<file path="src/rtl/onehot_arbiter.sv">
// onehot_arbiter: registered N-way arbiter with LSB/MSB/round-robin priority, grant locking and bounded hold
module onehot_arbiter #(
  parameter int N_REQ    = 4,
  parameter int W_IDX    = 2,
  parameter int MAX_HOLD = 4
) (
  input  logic             clk,
  input  logic             rst,
  input  logic [N_REQ-1:0] req,
  input  logic [1:0]       mode,
  output logic [N_REQ-1:0] gnt,
  output logic             gnt_valid,
  output logic [W_IDX-1:0] gnt_idx,
  output logic             gnt_new
);
  localparam logic [7:0] HOLD_MAX = (MAX_HOLD == 0) ? 8'd0 : 8'(MAX_HOLD - 1);
  localparam logic [W_IDX-1:0] LAST_RST = W_IDX'(N_REQ - 1);

  logic [N_REQ-1:0] gnt_q, gnt_d, wait_v;
  logic [W_IDX-1:0] idx_q, idx_d, last_q, last_d;
  logic [7:0]       hold_q, hold_d;
  logic             new_q, new_d;

  function automatic logic [N_REQ-1:0] pick(input logic [N_REQ-1:0] v, input logic [1:0] m,
                                            input logic [W_IDX-1:0] last);
    logic [N_REQ-1:0] r;
    int p;
    r = '0;
    for (int i = N_REQ - 1; i >= 0; i--) begin
      p = (m == 2'd1) ? N_REQ - 1 - i : (m == 2'd2) ? (int'(last) + 1 + i) % N_REQ : i;
      if (v[p]) begin
        r = '0;
        r[p] = 1'b1;
      end
    end
    return r;
  endfunction

  function automatic logic [W_IDX-1:0] idx_of(input logic [N_REQ-1:0] g);
    logic [W_IDX-1:0] r;
    r = '0;
    for (int i = 0; i < N_REQ; i++) if (g[i]) r = W_IDX'(i);
    return r;
  endfunction

  assign wait_v = req & ~gnt_q;

  always_comb begin
    gnt_d  = gnt_q;
    hold_d = hold_q;
    last_d = last_q;
    new_d  = 1'b0;
    if (gnt_q == '0) begin
      gnt_d  = pick(req, mode, last_q);
      new_d  = |req;
      hold_d = '0;
    end else if ((gnt_q & req) == '0) begin
      gnt_d  = pick(req, mode, last_q);
      new_d  = |req;
      hold_d = '0;
      last_d = idx_q;
    end else if (MAX_HOLD != 0 && hold_q == HOLD_MAX && wait_v != '0) begin
      // owner still requesting but has used its hold budget while others wait
      gnt_d  = pick(wait_v, mode, last_q);
      new_d  = 1'b1;
      hold_d = '0;
      last_d = idx_q;
    end else begin
      hold_d = (hold_q == HOLD_MAX) ? hold_q : hold_q + 8'd1;
    end
    idx_d = (gnt_d != '0) ? idx_of(gnt_d) : idx_q;
  end

  always_ff @(posedge clk) begin
    if (rst) begin
      gnt_q  <= '0;
      idx_q  <= '0;
      new_q  <= 1'b0;
      hold_q <= '0;
      last_q <= LAST_RST;
    end else begin
      gnt_q  <= gnt_d;
      idx_q  <= idx_d;
      new_q  <= new_d;
      hold_q <= hold_d;
      last_q <= last_d;
    end
  end

  assign gnt       = gnt_q;
  assign gnt_valid = |gnt_q;
  assign gnt_idx   = idx_q;
  assign gnt_new   = new_q;
endmodule

</file>
<file path="config.mk">
export PLATFORM = sky130hd
export DESIGN_NAME = onehot_arbiter
export DESIGN_NICKNAME = d
export VERILOG_FILES = /design/src/rtl/onehot_arbiter.sv
export SDC_FILE = /design/constraint.sdc
export NUM_CORES = 1
export LEC_CHECK = 0
export ABC_CLOCK_PERIOD_IN_PS = 7100
export BUFFER_PORTS_ARGS = -buffer_cell sky130_fd_sc_hd__buf_4
export CELL_PAD_IN_SITES_DETAIL_PLACEMENT = 2
export CELL_PAD_IN_SITES_GLOBAL_PLACEMENT = 2
export CORE_MARGIN = 2
export CORE_UTILIZATION = 25
export CTS_CLUSTER_SIZE = 30
export DETAILED_ROUTE_END_ITERATION = 12
export GPL_ROUTABILITY_DRIVEN = 0
export PLACE_DENSITY = 0.57
export RECOVER_POWER = 100
export SLEW_MARGIN = 15
export SYNTH_ARGS = -nofsm -noshare
export SYNTH_HDL_FRONTEND = slang
export SYNTH_SLANG_ARGS = --single-unit
</file>
<file path="constraint.sdc">
create_clock -name clk -period 7.1 [get_ports clk]
set_clock_uncertainty 0.2 [all_clocks]
set_input_delay 0.355 -clock clk [delete_from_list [all_inputs] [get_ports clk]]
set_output_delay 0.355 -clock clk [all_outputs]
set_load 0.02 [all_outputs]
</file>
## After elaboration in Yosys (flattened, before gate mapping)

Cells that the tools add are included.

| storage, ports and cells | value |
|---|---|
| bits in registers | 17 |
| logic and storage cells | 106 |

| operators by class | value |
|---|---|
| $add $sub $neg | 5 |
| bitwise operators | 8 |
| reductions and logical operators | 18 |
| equal/unequal tests | 3 |
| $lt $le $gt $ge | 8 |
| mux-type cells | 59 |

Operator list:

| kind | number |
|---|---|
| 2-to-1 mux 32 bit | 8 |
| >= comparator 32 x 1 -> 1 bit, second input constant | 4 |
| less-than comparator 32 x 4 -> 1 bit, second input constant | 4 |
| adder 32 x 3 -> 32 bit, second input constant | 2 |
| 2-to-1 mux 4 bit | 11 |
| adder 32 x 2 -> 32 bit, second input constant | 1 |
| 2-to-1 mux 1 bit | 24 |
| binary-select mux 1 bit (select 2 bit) | 8 |
| OR reduction 4 bit | 3 |
| adder 8 x 1 -> 8 bit, second input constant | 1 |
| bitwise AND 4 bit | 2 |
| demux 1 bit (select 2 bit) | 4 |
| == test 8 x 2 -> 1 bit, second input constant | 1 |
| zero test 4 bit | 2 |
| 2-to-1 mux 2 bit | 4 |
| nonzero test 4 bit | 2 |
| OR reduction 2 bit | 4 |
| logical AND 1 bit | 5 |
| NOT 4 bit | 1 |
| adder 2 x 1 -> 3 bit, second input constant | 1 |
| bitwise AND 1 bit | 3 |
| == test 2 x 1 -> 1 bit, second input constant | 1 |
| == test 2 bit, second input constant | 1 |
| AND reduction 2 bit | 1 |
| 3 further kinds | 3 |

## Logic depth before layout (Yosys ltp)

Gate-level depths: netlist of run 1.

| depth | value |
|---|---|
| depth after elaboration | 20 |
| mapped depth | 10 |

## Worst setup path before layout of run 1

OpenSTA, ideal clock, no wires.

| timing path | value |
|---|---|
| path type | register -> register |
| from | register hold_q[0] |
| to | register new_q (netlist: gnt_new) |
| stages on the path, launching flop included | 10 |
| arrival | 2.046 ns |
| required time | 6.761 ns |
| path buffers | 0 |
| path slack | 4.715 ns |
| cells stage by stage | dfxtp_1 ha_1 nor4b_2 nand2_1 a41o_2 and2_1 a32o_1 a211oi_2 and3_1 a311oi_1 |

| between the ends | value |
|---|---|
| cells in the longest elaborated chain, start to end | 5 |

RTL lines:

| element | line | text |
|---|---|---|
| from (decl) | 21 | `logic [7:0] hold_q, hold_d;` |
| from (signal assigned) | 85 | `hold_q <= hold_d;` |
| == test 8 x 2 -> 1 bit | 62 | `end else if (MAX_HOLD != 0 && hold_q == HOLD_MAX && wait_v != '0) begin` |
| logical AND 1 bit | 62 |  |
| 2-to-1 mux 1 bit | 62 |  |
| 2-to-1 mux 1 bit | 57 | `end else if ((gnt_q & req) == '0) begin` |
| 2-to-1 mux 1 bit | 53 | `if (gnt_q == '0) begin` |
| to (signal assigned) | 84 | `new_q <= new_d;` |
| to (decl) | 22 | `logic new_q, new_d;` |

No other way between the ends.
A chain may end at the register's enable or synchronous reset.

==> results of run 1 <==
==> metal layers <==
| layer | wire (um) | part of all wire | vias up |
|---|---|---|---|
| met5 | 0 | 0 | - |
| met4 | 66 | 0.012 | 0 |
| met3 | 85 | 0.015 | 4 |
| met2 | 2591 | 0.47 | 19 |
| met1 | 2757 | 0.50 | 780 |
| li1 | - | - | 748 |
==> flip-flops by register name, summed over array words and instances (netlist names) <==
| name | count |
|---|---|
| gnt | 4 |
| gnt_idx | 2 |
| gnt_new | 1 |
| hold_q | 8 |
| last_q | 2 |
==> synth_stat cells, types with 2 or more instances <==
library cell	number
sky130_fd_sc_hd__nand3b_1	2
sky130_fd_sc_hd__nor2b_1	11
sky130_fd_sc_hd__a211oi_2	2
sky130_fd_sc_hd__nor4_1	2
sky130_fd_sc_hd__nand2b_1	9
sky130_fd_sc_hd__xnor2_1	3
sky130_fd_sc_hd__buf_4	2
sky130_fd_sc_hd__a21oi_2	2
sky130_fd_sc_hd__nor3_1	3
sky130_fd_sc_hd__a21boi_0	2
sky130_fd_sc_hd__and2_1	4
sky130_fd_sc_hd__nand2_1	14
sky130_fd_sc_hd__a32o_1	2
sky130_fd_sc_hd__o21ai_0	9
sky130_fd_sc_hd__o211ai_1	2
sky130_fd_sc_hd__buf_6	2
sky130_fd_sc_hd__inv_1	2
sky130_fd_sc_hd__mux2i_1	4
sky130_fd_sc_hd__o22ai_1	6
sky130_fd_sc_hd__a22oi_1	2
sky130_fd_sc_hd__xor2_1	4
sky130_fd_sc_hd__mux2_2	3
sky130_fd_sc_hd__a31oi_1	3
sky130_fd_sc_hd__nor2_1	20
sky130_fd_sc_hd__nand3_1	6
sky130_fd_sc_hd__a211o_1	4
sky130_fd_sc_hd__and3_1	3
sky130_fd_sc_hd__a21oi_1	8
sky130_fd_sc_hd__a31oi_2	2
sky130_fd_sc_hd__buf_2	8
sky130_fd_sc_hd__o31ai_1	2
sky130_fd_sc_hd__dfxtp_1	17
sky130_fd_sc_hd__a211oi_1	3
==> layout by cell type (no fill, tap or decap), types with 5 or more instances in the layout <==
| master | count |
|---|---|
| sky130_fd_sc_hd__a21oi_1 | 8 |
| sky130_fd_sc_hd__buf_4 | 7 |
| sky130_fd_sc_hd__nand2_1 | 14 |
| sky130_fd_sc_hd__dfxtp_1 | 17 |
| sky130_fd_sc_hd__nand3_1 | 6 |
| sky130_fd_sc_hd__nor2b_1 | 11 |
| sky130_fd_sc_hd__a31oi_1 | 5 |
| sky130_fd_sc_hd__a211oi_1 | 5 |
| sky130_fd_sc_hd__nor2_1 | 20 |
| sky130_fd_sc_hd__o21ai_0 | 9 |
| sky130_fd_sc_hd__clkbuf_1 | 9 |
| sky130_fd_sc_hd__nand2b_1 | 9 |
| sky130_fd_sc_hd__o22ai_1 | 6 |
==> worst max-delay path by stage <==
stage	from	end	slack (ns)
2_1_floorplan	hold_q[0]	gnt_new	4.71
3_3_place_gp	mode[1]	gnt_idx[0]	4.19
3_5_place_dp	mode[1]	gnt_idx[0]	4.13
4_1_cts	last_q[1]	gnt_new	4.11
5_1_grt	last_q[1]	gnt_new	3.45
6_report	last_q[1]	gnt_new	3.75
==> kinds of logic (layout without fill, tap and decap cells) <==
| logic type | count (synthesis) | in the layout | share of synthesized area |
|---|---|---|---|
| XOR/XNOR | 7 | 7 | 0.03889 |
| adder cells (fa/ha/maj) | 1 | 1 | 0.007935 |
| buffers and inverters | 15 | 21 | 0.05635 |
| flip-flops | 17 | 17 | 0.2159 |
| AND/OR/NAND/NOR | 89 | 89 | 0.3278 |
| multiplexers | 7 | 7 | 0.04682 |
| AO/OA/AOI/OAI | 62 | 62 | 0.3063 |
==> power by group <==
part / switching [mW] / total, mW / internal (mW)
clock: 0.0320 / 0.0717 / 0.0398
sequential: 0.0555 / 0.172 / 0.117
combinational: 0.170 / 0.282 / 0.112
==> cell type report <==
| class | instances | area (um^2) |
|---|---|---|
| Timing Repair Buffer | 15 | 82.58 |
| Sequential cell | 17 | 340.3 |
| Fill cell | 721 | 4309 |
| Tap cell | 75 | 93.84 |
| Clock buffer | 4 | 45.04 |
| Multi-Input combinational cell | 166 | 1112 |
| Inverter | 2 | 7.507 |
==> worst reg2reg max path, stage by stage, from the launching register on <==
cell and delay [ns]:
sky130_fd_sc_hd__dfxtp_1 0.79, sky130_fd_sc_hd__and4bb_1 0.31, sky130_fd_sc_hd__a31oi_1 0.25, sky130_fd_sc_hd__a31oi_1 0.19, sky130_fd_sc_hd__nor3_1 0.34, sky130_fd_sc_hd__mux2_1 0.39
sky130_fd_sc_hd__a211oi_1 0.56, sky130_fd_sc_hd__a311oi_1 0.17
==> metrics, run 1 <==
nets@finish=214; critical path startpoint category=register; CP Depth=7; crit path buf inv count=0; antenna cells=0; PnR Total Power=0.5260 mW; CP endpoint kind=register; clock tree from TritonCTS=done; run status=complete, no violations; critical path, cell by cell=and4bb_1 > a31oi_1 > a31oi_1 > nor3_1 > mux2_1 > a211oi_1 > a311oi_1; number of unique standard cell types used by synthesis=63; hold buffer count at CTS=0; TritonCTS Buffers=3; largest stage delay on the critical path=~0.79 ns; Max Transition Viols Final=0; H-Tree Level Count=1; worst reg2reg setup slack=between 3 and 4 ns; critical register-to-register path endpoint=gnt_new; Worst-Skew Late Latency=~0.25 ns; hold path endpoint=gnt_idx[1]; crit path DAT=3.25 ns; post-synthesis net count=between 200 and 250; Starting Density=0.2632; proportion of register bits with asynchronous set or reset after synthesis=0; remaining antenna violation count after routing=0; initial detailed-routing violation count=between 70 and 80; post-synthesis instance total=198; post-synthesis sequential area ratio=0.2159; dpl hpwl=about 4.2 mm; largest net degree at the start of global routing=24; Worst Hold Depth=2; input/output buffers=15; Final Setup Violations=0; met1 layer usage reported by global route=0.2220; number of design rule violations left after detail routing=0; clock-pin slew on the worst setup and hold paths=0.07 ns; worst relative slew slack=0.4501; detailed-route via count=roughly 1600; post-DR vias/cell=5.559; placed instance area=1702 um^2; floorplan die width=approximately 83 um; boundary pin count=16; portion of the clock cycle consumed by the worst path in the final layout=0.4721; pin slew with the least headroom to its limit=approximately 0.8 ns; Worst Setup Slack post-DPL=slightly above 4 ns; post-route cell area=1682 um^2; number of buffers inserted by post-CTS setup repair=0; initial antenna violation count=0; synthesized cell area=approximately 1600 um^2; fin util=0.2807; smallest hold slack=~0.17 ns; final wirelength=roughly 5.5 mm; num rows=28; CORE AREA=5991 um^2; startpoint-to-endpoint class of the critical path=register to register; setup tns final=0 ns; Worst Path Max Fanout=20; number of synthesized flops with an enable pin=0; Leakage=0.5987 nW; met2 demand-to-capacity share in global routing=0.2683; Reg-to-Reg Start=last_q[1]; global-route congestion overflow total=0; setup repair after global routing missed its margin=no; routed length per instance=19.71 um; post_cts resized=0; cell accounting for the most synthesized area=sky130_fd_sc_hd__dfxtp_1; power density normalized to cell area=312.8 nW/um^2; most used cell along the critical path=sky130_fd_sc_hd__a31oi_1; met3 Track Usage GR=0.01392; vias in the first global route=1731; sinks on the clock net=17; first-pass GRT wire length=roughly 9.3 mm; register bit count reported by yosys=17; number of synthesis warnings=0; area share of the largest cell type after synthesis=0.2159; first-pass iteration count of the detailed router=4; Area growth syn-to-layout=6.666%; maximum frequency from static timing analysis=between 200 and 300 MHz; hold violation count in the final report=0; worst hold path class=input port to register; non-filler cells in the finished layout=around 280; standard cell with the maximum stage delay on the critical path=sky130_fd_sc_hd__dfxtp_1; most used flip-flop cell after synthesis=sky130_fd_sc_hd__dfxtp_1; mean instance size in the synthesized netlist=7.962 um^2; CTS Root Cell=sky130_fd_sc_hd__clkbuf_8; Die Outline Area=6957 um^2; ranking of synthesized cells by area=sky130_fd_sc_hd__dfxtp_1 22%, sky130_fd_sc_hd__nor2_1 4.8%, sky130_fd_sc_hd__nor2b_1 4.4%; layout cells sized above 1=0.1127; launch instance of the worst min-delay path=rst; y dimension of the die=83.41 um; Max IR drop VDD=0.1803 mV; slack of the critical path=3.748 ns; required time of the critical path=around 7 ns; number of buffers between clock root and the deepest sink=2; shortest clock period the worst path allows after layout=3.352 ns; max capacitance violation total=0; global route hottest layer=met2; number of instances in the placed design=275; depth of the worst register-to-register path=7; cell type group with the largest total delay on the critical path=compound AO/OA/AOI/OAI gates; GRT Overall Usage=0.1611
No activity file was read; power rests on OpenSTA's default activity.
==> run 2, diff against run 1 <==
Settings changed: ABC_CLOCK_PERIOD_IN_PS 7100 to 2700, PLACE_DENSITY 0.57 to 0.59.
Clock period 7.1 ns to 2.7 ns, I/O delays scaled along.
==> run 2 against run 1 <==
Effect of this change: sequential cell count unchanged; sequential share of layout area decreased by 2.3 points; die area did not move; global-route usage increased by 0.76 points; count of clock-buffer cells in the layout unchanged; sequential power increased by 140%; via count rose by 6.5%; hold slack better by 0.11 ns; non-clock buffer count up 20; routed wire length up 5.6%.
==> metrics, run 2 (synthesis results as in run 1) <==
run status=complete, no violations; Max Transition Viols Final=0 (unchanged); sinks on the clock net=17 (unchanged); Worst-Skew Late Latency=0.26 ns (about the same); smallest hold slack=0.2816 ns (+0.1128 ns); TritonCTS Buffers=3 (unchanged); setup tns final=0 ns (unchanged); initial detailed-routing violation count=103 (+36%); hold violation count in the final report=0 (unchanged); number of buffers between clock root and the deepest sink=2 (unchanged); number of design rule violations left after detail routing=0 (unchanged); pin slew with the least headroom to its limit=0.4551 ns (-0.3686 ns); # fillers=717 (-0.55%); largest stage delay on the critical path=0.36 ns (-0.43 ns); register containing the most flip-flops in the final layout=hold_q; largest net degree at the start of global routing=19 (-21%); Area growth syn-to-layout=21.90%; first-pass iteration count of the detailed router=4 (unchanged); input/output buffers=15 (unchanged); post-DR vias/cell=5.525 (-0.61%); CTS Root Cell=sky130_fd_sc_hd__clkbuf_8; clock-pin slew on the worst setup and hold paths=0.07 ns (about the same); initial antenna violation count=0 (unchanged); layout cells sized above 1=0.2589 (+0.1462); H-Tree Level Count=1 (unchanged); shortest clock period the worst path allows after layout=2.560 ns (-0.7917 ns); final wirelength=5.808 mm (+5.6%); required time of the critical path=2.62 ns (-4.38 ns); global-route congestion overflow total=0 (unchanged); floorplan die width=83.41 um (unchanged); vias in the first global route=1738 (+0.40%); standard cell with the maximum stage delay on the critical path=sky130_fd_sc_hd__dfxtp_2; y dimension of the die=83.41 um (unchanged); CP endpoint kind=register; Max IR drop VDD=0.3922 mV (+120%); clock tree from TritonCTS=done; most frequent standard cell in the layout excluding fill and tap cells=sky130_fd_sc_hd__buf_4; worst relative slew slack=0.6939 (+0.2438); routed length per instance=19.42 um (-1.5%); Leakage=0.7000 nW (+17%); number of instances in the placed design=289 (+5.1%); non-filler cells in the finished layout=299 (+7.2%); leading cell types in the layout, fill and taps excluded=26 x sky130_fd_sc_hd__buf_4, 20 x sky130_fd_sc_hd__nor2_1, 14 x sky130_fd_sc_hd__nand2_1, 13 x sky130_fd_sc_hd__dfxtp_1, 11 x sky130_fd_sc_hd__nor2b_1; Worst Path Max Fanout=8 (-60%); critical path startpoint category=register; max capacitance violation total=0 (unchanged); GRT Overall Usage=0.1687 (+0.007616); Die Outline Area=6957 um^2 (unchanged); remaining antenna violation count after routing=0 (unchanged); startpoint-to-endpoint class of the critical path=register to register; Starting Density=0.2632 (unchanged); portion of the clock cycle consumed by the worst path in the final layout=0.9483 (+0.4762); max FFs per register=8 (unchanged); dpl hpwl=4.456 mm (+6.0%); critical path, cell by cell=ha_2 > nor4b_2 > nand2_1 > a41o_4 > and2_1 > a32o_1 > a211oi_4 > and3_1 > a311oi_1; nets@finish=234 (+9.3%); crit path DAT=2.48 ns (-0.77 ns); worst hold path class=input port to register; first-pass GRT wire length=9.611 mm (+3.6%); antenna cells=0 (unchanged); Final Setup Violations=0 (unchanged); power density normalized to cell area=808.3 nW/um^2 (+160%); num rows=28 (unchanged); detailed-route via count=1652 (+6.5%); maximum frequency from static timing analysis=390.6 MHz (+31%); CORE AREA=5991 um^2 (unchanged); boundary pin count=16 (unchanged)
run 2: repair_timing:
item,4_1_cts,5_1_grt
setup endpoints to repair,1,5
setup buffers,0,5
gates resized for setup,1,11
pin swaps,0,3
hold buffers,1,0
hold endpoints to repair,10,0
run 2: through the flow:
stage	cell area, um^2	power [mW]	setup slack [ns]	utilization
2_1_floorplan	1577	1.030	0.3148	-
3_3_place_gp	1807	1.305	0.1029	0.3016
3_5_place_dp	1807	1.335	-0.007177	0.3016
4_1_cts	1867	1.537	0.001605	0.3116
5_1_grt	1922	1.686	-0.01988	0.3208
6_report	1922	1.553	0.1396	0.3208
run 2: path summary, 6_finish.rpt:
| path | start | to | slack (ns) | cells past startpoint |
|---|---|---|---|---|
| max | hold_q[0] | gnt_new | 0.14 | 9 |
| min | req[3] | gnt[3] | 0.28 | 4 |
| max reg2reg | hold_q[0] | gnt_new | 0.14 | 9 |
| min reg2reg | hold_q[1] | hold_q[1] | 0.32 | 2 |
run 2: area by class of cell:
class | count | area (um^2) | area share
timing repair buffer | 35 | 235.2 | 0.1224
multi-input combinational | 166 | 1195 | 0.6217
tap | 75 | 93.84 | 0.04883
sequential | 17 | 345.3 | 0.1797
clock buffer | 4 | 45.04 | 0.02344
inverter | 2 | 7.507 | 0.003906
run 2: worst max-delay path: cells and delay by family, from the launching register on:
family | cells | cell delay (ns)
AOI/OAI and AO/OA | 4 | 0.90
DFF | 1 | 0.36
and+or+nand+nor | 4 | 0.75
adders and majority gates | 1 | 0.21
run 2: per-layer routing:
| layer | up-vias | GRT usage | wire length, um |
|---|---|---|---|
| li1 | 784 | - | - |
| met1 | 833 | 0.2341 | 2843 |
| met2 | 29 | 0.2933 | 2807 |
| met3 | 6 | 0.009940 | 114 |
| met4 | 0 | 0.02639 | 43 |
| met5 | - | 0 | 0 |
run 2: power by group:
group          internal [mW]  switching (mW)  total [mW]
Combinational          0.398           0.544       0.942
Clock                  0.105          0.0869       0.192
Sequential             0.312           0.109       0.420
